File: config.mk
export PLATFORM = sky130hd
export DESIGN_NAME = hub_div_iterative
export DESIGN_NICKNAME = d
export VERILOG_FILES = /design/src/rtl/hub_div_iterative.sv
export SDC_FILE = /design/constraint.sdc
export NUM_CORES = 1
export LEC_CHECK = 0
export CAP_MARGIN = 30
export CORE_MARGIN = 4
export CORE_UTILIZATION = 30
export CTS_BUF_LIST = sky130_fd_sc_hd__clkbuf_8
export DETAILED_ROUTE_END_ITERATION = 8
export PLACE_DENSITY_LB_ADDON = 0.12
export SLEW_MARGIN = 20
export SYNTH_ARGS = -nofsm -noshare
export SYNTH_HDL_FRONTEND = slang
export SYNTH_SLANG_ARGS = --single-unit
File: constraint.sdc
create_clock -name clk -period 4.18 [get_ports clk]
set_input_delay 0.836 -clock clk [delete_from_list [all_inputs] [get_ports clk]]
set_output_delay 0.836 -clock clk [all_outputs]
set_load 0.01 [all_outputs]
File: src/rtl/hub_div_iterative.sv
// Iterative HUB floating-point divider.
// One restoring-division quotient bit per cycle, then a single normalise/pack
// cycle. Operands whose class decides the answer outright bypass the
// iteration and return the externally supplied special result.
module hub_div_iterative #(
    parameter int M            = 23,
    parameter int E            = 8,
    parameter int special_case = 7
) (
    input  logic                             clk,
    input  logic                             rst,
    input  logic                             in_valid,
    output logic                             in_ready,
    input  logic [E+M:0]                     X,
    input  logic [E+M:0]                     Y,
    input  logic [$clog2(special_case)-1:0]  X_special_case,
    input  logic [$clog2(special_case)-1:0]  Y_special_case,
    input  logic [E+M:0]                     special_result,
    output logic                             out_valid,
    input  logic                             out_ready,
    output logic [E+M:0]                     Z,
    output logic                             busy
);

    localparam int SCW = $clog2(special_case);
    localparam int CW  = $clog2(M + 2);

    localparam logic [1:0] S_IDLE = 2'd0;
    localparam logic [1:0] S_ITER = 2'd1;
    localparam logic [1:0] S_NORM = 2'd2;
    localparam logic [1:0] S_DONE = 2'd3;

    localparam logic signed [E+1:0] EZ_BIAS = (E+2)'((1 << (E - 1)) - 1);
    localparam logic signed [E+1:0] EZ_MAX  = (E+2)'((1 << E) - 1);
    localparam logic signed [E+1:0] EZ_ZERO = '0;

    logic [1:0]    state_q, state_d;
    logic [E-1:0]  ex_q, ex_d;
    logic [E-1:0]  ey_q, ey_d;
    logic [M-1:0]  ym_q, ym_d;
    logic          sign_q, sign_d;
    logic [M+2:0]  rem_q, rem_d;
    logic [M+1:0]  quo_q, quo_d;
    logic [CW-1:0] cnt_q, cnt_d;
    logic [E+M:0]  z_q, z_d;

    logic                accept;
    logic                take_special;
    logic [M+2:0]        divisor;
    logic [M+2:0]        partial;
    logic                qbit;
    logic [M-1:0]        mant;
    logic                adj;
    logic signed [E+1:0] ez;
    logic [E+M:0]        packed_z;

    assign in_ready  = (state_q == S_IDLE) && !rst;
    assign accept    = in_valid && in_ready;
    assign out_valid = (state_q == S_DONE);
    assign busy      = (state_q != S_IDLE);
    assign Z         = z_q;

    // Divisor class non-zero, or dividend infinite/zero, means the answer is known up front.
    assign take_special = (Y_special_case != '0) ||
                          ((X_special_case >= SCW'(1)) && (X_special_case <= SCW'(4)));

    // Restoring step, normalisation and exponent/pack datapath.
    always_comb begin
        divisor = {1'b0, 1'b1, ym_q, 1'b1};
        qbit    = (rem_q >= divisor);
        partial = qbit ? (rem_q - divisor) : rem_q;

        if (quo_q[M+1]) begin
            mant = quo_q[M:1];
            adj  = 1'b0;
        end else begin
            mant = quo_q[M-1:0];
            adj  = 1'b1;
        end

        ez = $signed({2'b00, ex_q}) - $signed({2'b00, ey_q}) + EZ_BIAS
             - $signed({{(E+1){1'b0}}, adj});

        if (ez >= EZ_MAX) begin
            packed_z = {sign_q, {(E+M){1'b1}}};
        end else if (ez <= EZ_ZERO) begin
            packed_z = {sign_q, {(E+M){1'b0}}};
        end else begin
            packed_z = {sign_q, ez[E-1:0], mant};
        end
    end

    // Next-state and register-update logic for the IDLE/ITER/NORM/DONE sequencer.
    always_comb begin
        state_d = state_q;
        ex_d    = ex_q;
        ey_d    = ey_q;
        ym_d    = ym_q;
        sign_d  = sign_q;
        rem_d   = rem_q;
        quo_d   = quo_q;
        cnt_d   = cnt_q;
        z_d     = z_q;

        case (state_q)
            S_IDLE: begin
                if (accept) begin
                    ex_d   = X[E+M-1:M];
                    ey_d   = Y[E+M-1:M];
                    ym_d   = Y[M-1:0];
                    sign_d = X[E+M] ^ Y[E+M];
                    if (take_special) begin
                        z_d     = special_result;
                        state_d = S_DONE;
                    end else begin
                        rem_d   = {1'b0, 1'b1, X[M-1:0], 1'b1};
                        quo_d   = '0;
                        cnt_d   = CW'(M + 1);
                        state_d = S_ITER;
                    end
                end
            end
            S_ITER: begin
                rem_d = {partial[M+1:0], 1'b0};
                quo_d = {quo_q[M:0], qbit};
                if (cnt_q == '0) begin
                    state_d = S_NORM;
                end else begin
                    cnt_d = cnt_q - CW'(1);
                end
            end
            S_NORM: begin
                z_d     = packed_z;
                state_d = S_DONE;
            end
            S_DONE: begin
                if (out_ready) begin
                    state_d = S_IDLE;
                end
            end
            default: state_d = S_IDLE;
        endcase
    end

    // State registers; synchronous reset wins over accept and output handshake.
    always_ff @(posedge clk) begin
        if (rst) begin
            state_q <= S_IDLE;
            ex_q    <= '0;
            ey_q    <= '0;
            ym_q    <= '0;
            sign_q  <= 1'b0;
            rem_q   <= '0;
            quo_q   <= '0;
            cnt_q   <= '0;
            z_q     <= '0;
        end else begin
            state_q <= state_d;
            ex_q    <= ex_d;
            ey_q    <= ey_d;
            ym_q    <= ym_d;
            sign_q  <= sign_d;
            rem_q   <= rem_d;
            quo_q   <= quo_d;
            cnt_q   <= cnt_d;
            z_q     <= z_d;
        end
    end

endmodule

==> flow_summary.toml <==
[status]
status = "completed"

[global_routing]
antenna_found_initial = 0
grt_usage_pct = 16.0
grt_pass1_wl_um = 39900
overflow = 0
grt_pass1_vias = 7540
grt_max_degree = 76

[placed_design]
dp_slack_ns = 0.175
hpwl_um = 17200
portBuffers = 140
gp_congestion = 0.799

[logic_synthesis]
synth_top_cell_by_area = "dfxtp_1"
synth-seq-cells = 130
netlist_instances = 999
synthesis.area_um2 = 8180
synth_edf_count = 0
avgSynthCellArea_um2 = 8.19
yosys_most_used_dff = "dfxtp_1"
synthArstFlopShare_pct = 0
synthSimpleGateAreaFrac_pct = 16.6
yosys.area.top_type_share_pct = 31.8
yosys_warnings = 0
synth_top_family_by_area = "compound AO/OA/AOI/OAI gates"
synth.mux.area_fraction_pct = 4.68
seq_area_frac_synth_pct = 31.8
synth_compound_area_share_pct = 27.6
synth_xor_area_share_pct = 4.28
synth.distinct_cells = 78
synth.area.top_cells = "dfxtp_1, ha_1, a21oi_1"
syn_nets = 1152
synth-adder-area-share_pct = 7.46

[clocking]
cts_tree = "done"
clock-root-buffer = "clkbuf_8"
htreeDepth = 4
cts-buffers-inserted = 17
cts_buffer_depth = 2
clock-sinks = 130
cts.clk_slew.worst_paths_ns = 0.09
post_cts_buffers = 0
hold_buffers = 0
cts_resized = 0
clk_latency_ns = 0.44

[power]
p_per_area_nw_per_um2 = 733
leakagePower_nw = 3.96
power_mw = 7.48
peakVddDrop_mv = 0.355

[layout]
final_cell_mix = "clkdlybuf4s50_1, dfxtp_1, nand2_1"
area_growth_pct = 24.9
layout-drive-gt1-share_pct = 8.89
seqCellArea_um2 = 2600
final_common_cell = "clkdlybuf4s50_1"
multi_input_area_um2 = 4970
fillers = 2830
n_antenna_cell = 0
nets = 1265

[timing]
setup_violations = 0
worst_slack_ns = 0.243
skew_ns = 0.0237
slew_viol_final = 0
slew_headroom_pct = 50.4
worst_pin_slew_ns = 0.745
tns_ns = 0
finalHoldViolations = 0
rsz0062_at_grt = "false"
fin_crit_ns = 3.94
min_period_over_period_pct = 94.2
timing.fmax_ghz = 0.254

[die]
die_h_um = 173
start_util_pct = 30.4
fp-row-count = 60
die_w_um = 173
die_area_um2 = 30000
ioPinCount = 141
core-area_um2 = 26900

[job]
maxCapViolCount = 0

[route]
vias = 7452
dr.pass1.iters = 4
drc_errors = 0
wl_um = 24200
drt_iter0_drc = 398
routedWlPerCell_um = 16.5
antenna_left = 0
viasPerCell = 5.08

[worst_setup_path]
critPathArrivalTime_ns = 4.27
critPathMaxFanout = 23
critPathKind = "reg2reg"
cp-start-kind = "register"
crit_top_cell = "ha_1"
cp-end-kind = "register"
cpPeakStageDelay_ns = 0.43
cp_slowest_cell = "a2111o_1"
cp.required_ns = 4.51
crit_path_cell_trace = "inv_1 > ha_1 > or2b_1 > o2bb2ai_2 > xnor2_2 > inv_2 > ha_1 > a21oi_2 > a21oi_1 > a2111o_1 > a21o_1 > a2111oi_4 > buf_12 > nor4_1 > a211o_1"

[hold_path]
min_path_type = "reg2reg"
-- critical path, delay by kind of cell (launching register included) --
family,cells,cell delay [ns]
buf+inv,3,0.39
flops,1,0.32
fa+ha+maj,2,0.63
simple gates,2,0.38
xor+xnor,1,0.25
compound gates,7,1.86
-- routing by layer --
layer | track usage, % | share of wire (%)
met5 | 0 | 0
met4 | 2.89 | 0.96
met3 | 2.97 | 2.6
met2 | 26.6 | 47
met1 | 21.9 | 50
-- cell families (layout without fill, tap and decap cells) --
| kind of cell | after synthesis | after routing |
|---|---|---|
| buffers and inverters | 134 | 260 |
| and+or+nand+nor | 285 | 285 |
| adders and majority gates | 47 | 47 |
| xor gates and xnor gates | 35 | 35 |
| muxes | 38 | 38 |
| DFF | 130 | 130 |
| AOI/OAI and AO/OA | 330 | 330 |
-- sequential cells by signal (all words and copies together) (netlist names) --
signal,cells
Z,32
ex_q,8
sign_q,1
ym_q,23
cnt_q,5
rem_q,26
quo_q,25
state_q,2
ey_q,8
-- final cells by class --
| cell class | instances | share of cell area [%] |
|---|---|---|
| repair buffers | 163 | 15.6 |
| multi-input cells | 735 | 48.7 |
| clock buffers | 17 | 2.29 |
| well taps | 341 | 4.18 |
| clock inverters | 15 | 1.36 |
| inverters | 65 | 2.39 |
| flip-flops and latches | 130 | 25.5 |
-- Yosys cell counts (8+ instances only) --
cell type	instances
o21ai_0	60
a211o_1	24
buf_6	9
ha_1	44
a21o_1	21
inv_1	63
nor3_1	15
nand3_1	38
xnor2_1	21
a21oi_1	90
mux2i_1	36
o211ai_1	9
a2111oi_0	11
xor2_1	10
clkbuf_1	43
nand2_1	112
nor4_1	24
a211oi_1	8
o31ai_1	33
nor2_1	50
a31oi_1	14
a31o_2	11
dfxtp_1	130
-- metrics by stage --
stage | utilization, % | cell area [um2] | hold WS (ns) | instances
2_1_floorplan | - | 8180 | 0.440 | 999
3_3_place_gp | 36.6 | 9840 | 0.440 | 1434
3_5_place_dp | 36.6 | 9840 | 0.448 | 1434
4_1_cts | 38.0 | 10200 | 0.469 | 1466
5_1_grt | 38.0 | 10200 | 0.485 | 1466
6_report | 38.0 | 10200 | 0.462 | 1466
-- where the power goes --
group,internal (mW),switching (mW)
logic,1.98,2.79
clock network,0.440,0.615
registers,1.50,0.157
total,3.92,3.56
-- final timing paths --
kind / slack (ns) / cells past startpoint / to / start
max reg2reg: 0.24 / 15 / Z[5] / ey_q[1]
min reg2reg: 0.46 / 1 / Z[23] / Z[23]
max: 0.24 / 15 / Z[5] / ey_q[1]
min: 0.46 / 1 / Z[23] / Z[23]
Power figures use the tool's default switching activity.
